### src/rtl/demux_1to2_data_pkg.sv
// demux_1to2_data_pkg: shared types for the registered 1-to-2 data demultiplexer.
`default_nettype none

package demux_1to2_data_pkg;

  typedef enum logic {
    DEST_O0 = 1'b0,
    DEST_O1 = 1'b1
  } dest_e;

endpackage

`default_nettype wire

### src/rtl/demux_1to2_data_comb.sv
// demux_1to2_comb: combinational steering of one word to o0 or o1, zero on the other side.
`default_nettype none

module demux_1to2_comb
  import demux_1to2_data_pkg::*;
#(
  parameter int WIDTH = 2
) (
  input  logic [WIDTH-1:0] i,
  input  logic             sel,
  output logic [WIDTH-1:0] o0_next,
  output logic [WIDTH-1:0] o1_next
);

  localparam logic [WIDTH-1:0] ZERO_WORD = {WIDTH{1'b0}};

  always_comb begin
    o0_next = ZERO_WORD;
    o1_next = ZERO_WORD;
    if (sel == DEST_O1) begin
      o1_next = i;
    end else begin
      o0_next = i;
    end
  end

endmodule

`default_nettype wire

### src/rtl/demux_1to2_data.sv
// demux_1to2_data: registered 1-to-2 demux with per-output valid strobes, one-cycle latency.
`default_nettype none

module demux_1to2_data
  import demux_1to2_data_pkg::*;
#(
  parameter int WIDTH      = 2,
  parameter bit HOLD_UNSEL = 1'b0
) (
  input  logic             clk,
  input  logic             rst,
  input  logic [WIDTH-1:0] i,
  input  logic             sel,
  input  logic             i_valid,
  output logic [WIDTH-1:0] o0,
  output logic [WIDTH-1:0] o1,
  output logic             o0_valid,
  output logic             o1_valid
);

  logic [WIDTH-1:0] o0_next;
  logic [WIDTH-1:0] o1_next;
  logic [WIDTH-1:0] o0_d;
  logic [WIDTH-1:0] o1_d;
  logic             o0_valid_d;
  logic             o1_valid_d;

  demux_1to2_comb #(
    .WIDTH(WIDTH)
  ) u_comb (
    .i      (i),
    .sel    (sel),
    .o0_next(o0_next),
    .o1_next(o1_next)
  );

  // Idle cycles keep both words; the unselected side only updates (to zero) when not holding.
  always_comb begin
    o0_d       = o0;
    o1_d       = o1;
    o0_valid_d = 1'b0;
    o1_valid_d = 1'b0;
    if (i_valid) begin
      o0_valid_d = (sel == DEST_O0);
      o1_valid_d = (sel == DEST_O1);
      if (!HOLD_UNSEL || sel == DEST_O0) begin
        o0_d = o0_next;
      end
      if (!HOLD_UNSEL || sel == DEST_O1) begin
        o1_d = o1_next;
      end
    end
  end

  always_ff @(posedge clk or posedge rst) begin
    if (rst) begin
      o0       <= '0;
      o1       <= '0;
      o0_valid <= 1'b0;
      o1_valid <= 1'b0;
    end else begin
      o0       <= o0_d;
      o1       <= o1_d;
      o0_valid <= o0_valid_d;
      o1_valid <= o1_valid_d;
    end
  end

endmodule

`default_nettype wire

### config.mk
export PLATFORM = sky130hd
export DESIGN_NAME = demux_1to2_data
export DESIGN_NICKNAME = d
export VERILOG_FILES = /design/src/rtl/demux_1to2_data_pkg.sv /design/src/rtl/demux_1to2_data_comb.sv /design/src/rtl/demux_1to2_data.sv
export SDC_FILE = /design/constraint.sdc
export NUM_CORES = 1
export LEC_CHECK = 0
export ABC_AREA = 1
export ABC_CLOCK_PERIOD_IN_PS = 800
export CORE_AREA = 2 2 39 41
export CTS_CLUSTER_DIAMETER = 120
export CTS_CLUSTER_SIZE = 25
export DETAILED_ROUTE_END_ITERATION = 10
export DIE_AREA = 0 0 41 43
export PLACE_DENSITY = 0.55
export SYNTH_ARGS = -nofsm -noshare
export SYNTH_HDL_FRONTEND = slang
export SYNTH_HIERARCHICAL = 1
export SYNTH_SLANG_ARGS = --single-unit
### constraint.sdc
create_clock -name clk -period 0.8 [get_ports clk]
set_input_delay 0.16 -clock clk [delete_from_list [all_inputs] [get_ports clk]]
set_output_delay 0.16 -clock clk [all_outputs]
set_load 0.05 [all_outputs]
==> metrics.md <==
| Metric | Value |
|---|---|
| Largest net degree at the start of global routing | `7` |
| Clock sinks | `6` |
| Share of cells above drive strength 1 | `0.311` |
| FF-to-FF End | `o0[1]` |
| # fillers | `150` |
| Yosys warning count | `6` |
| Clock slew at reported path FFs | `50 ps` |
| Global route overflow | `0` |
| First-pass GRT wire length | `793 um` |
| Initial antenna violation count | `0` |
| Simple-gate portion of the synthesized area | `0.277` |
| Routed WL | `431 um` |
| Compound-gate portion of the synthesized area | `0` |
| CTS tree | `done` |
| FMAX | `1030 MHz` |
| Sequential fraction of the synthesis area | `0.615` |
| RSZ-0062 raised after global routing | `true` |
| Total GRT Usage | `0.0708` |
| Worst Hold Class | `input port to asynchronous set/reset pin` |
| Post-Synth XOR/XNOR Area | `0` |
| Min Tclk post-route | `971 ps` |
| Seq cells post-synth | `6` |
| R2R depth | `2` |
| Routed WL per cell | `7.07 um` |
| Netlist cell types | `5` |
| CP startpoint kind | `register` |
| CTS root buffer | `clkbuf_4` |
| Io pins | `12` |
| WP buf/inv | `1` |
| Post-detail-place hpwl | `339 um` |
| Die area | `1760 sq um` |
| Most frequent cells in the layout | `nand2_1 (15), inv_1 (6), buf_12 (6), dfrtp_2 (4)` |
| R2r setup slk | `160 ps` |
| H-tree Lvls | `1` |
| Synthesized cell area | `244 sq um` |
| PortBufs | `11` |
| Mux contribution to synthesized area | `0` |
| Largest delay contributor family on the critical path | `flip-flops` |
| Area of the core | `1380 sq um` |
| Post-route clock period utilization | `1.21` |
| Post-DRT Antenna Nets | `0` |
| Pwr dens | `1830 nW/um^2` |
| # Post-CTS Setup Buffers | `0` |
| Setup_tns | `-952 ps` |
| Worst setup EP type | `output pin` |
| Initial DRT Pass Iterations | `2` |
| Worst-case clock skew | `0 ps` |
| Synthesized Nets | `37` |
| # setup viols final | `6` |
| CTS buffer count | `3` |
| Maxcap violations | `0` |
| Vias | `223` |
| Clock Path Buffers | `2` |
| Number of cell rows | `14` |
| Most common cell after layout, fill and taps aside | `nand2_1` |
| Final Max Slew Viols | `0` |
| Setup WS pre-CTS | `-273 ps` |
| Critical-path top delay cell | `dfrtp_2` |
| Final Core Density | `0.335` |
| Clk_lat worst skew | `240 ps` |
| Synth-to-Final Area Change | `89.7%` |
| Nets | `53` |
| Worst endpoint data arrival time | `810 ps` |
| Storage element area | `155 sq um` |
| Area occupied by multi-input gates | `67.6 sq um` |
| Setup WS post-layout | `-171 ps` |
| Tightest Pin Transition | `226 ps` |
| Vias in the first global route | `201` |
| Initial DRC count | `1` |
| Max stage delay on crit path | `420 ps` |
| Synth Instances | `31` |
| Crit-path cells | `buf_12` |
| Worst IR drop on VDD | `0.000537 V` |
| Worst Path Required | `640 ps` |
| Leak | `0.000258 uW` |
| Chip Height | `43 um` |
| Final hold violations | `0` |
| Synthesized area per cell | `7.87 sq um` |
| Initial Util | `0.176` |
| DIE WIDTH | `41 um` |
| Combinational family with the most area after synthesis | `simple AND/OR/NAND/NOR gates` |
| Final GP Congestion | `0.723` |
| Vias per cell | `3.66` |
| Crit Path Max Fanout | `2` |
| Drt drc | `0` |
| Worst r2r src | `o0[1]` |
| Adder-Cell Fraction of Synth Area | `0` |
| Pwr Total | `849 uW` |
| Max_slew headroom | `0.849` |
| # diodes | `0` |
| Crit Path Category | `register to output pin` |
| Outcome | `finished, violations left` |
| Final hold slack | `131 ps` |
| Failing checks | `negative setup slack` |
==> Yosys cell counts <==
cell type	count	area, sq um
nand2_1	15	56.3
dfrtp_1	6	150
nor2_1	3	11.3
inv_2	1	3.75
inv_1	6	22.5
==> stage by stage <==
stage | std cells | area [sq um]
floorplan | 31 | 249
global placement | 58 | 439
detailed placement | 58 | 439
CTS | 61 | 460
global route | 61 | 463
finish | 61 | 463
==> how the worst max path moves through the flow <==
stage                        from  endpoint  slack [ps]  depth (start not counted)
after floorplan             o0[0]     o0[0]          50                          2
after global placement    i_valid     o1[0]        -260                          4
after detailed placement  i_valid     o1[0]        -270                          4
after CTS                   o1[1]     o1[1]        -180                          1
after global routing        o1[0]     o1[0]        -200                          1
final                       o1[1]     o1[1]        -170                          1
==> cell families (layout without fill, tap and decap cells) <==
| logic type | count (synthesis) | in the layout |
|---|---|---|
| and+or+nand+nor | 18 | 18 |
| DFF | 6 | 6 |
| buffers and inverters | 7 | 21 |
==> layer usage <==
| metal | global-route usage | vias to the layer above | wire, um |
|---|---|---|---|
| met3 | 0.0314 | 2 | 40 |
| met2 | 0.0875 | 11 | 189 |
| li1 | - | 116 | - |
| met1 | 0.0888 | 94 | 189 |
| met5 | 0 | - | 0 |
| met4 | 0.0600 | 0 | 12 |
==> final cells by class <==
| class | instances | share of cell area |
|---|---|---|
| clock buffers | 3 | 0.0486 |
| inverters | 7 | 0.0568 |
| multi-input cells | 18 | 0.146 |
| flip-flops and latches | 6 | 0.335 |
| well taps | 16 | 0.0432 |
| repair buffers | 11 | 0.370 |
==> state kept, by name, indices dropped and copies added (netlist names) <==
name,flops
o0,2
o0_valid,1
o1,2
o1_valid,1
==> power breakdown <==
part | leakage, uW | total (uW) | switching [uW] | internal [uW]
combinational | 0.000172 | 226 | 116 | 110
sequential | 0.0000724 | 349 | 20.8 | 329
clock | 0.0000138 | 274 | 104 | 169
==> repair_timing <==
item,in CTS,in global routing
pin swaps,0,0
resized for setup,1,1
endpoints found under the setup margin,10,10
hold buffers,0,0
Note: power is estimated with default switching activity, not from simulation.
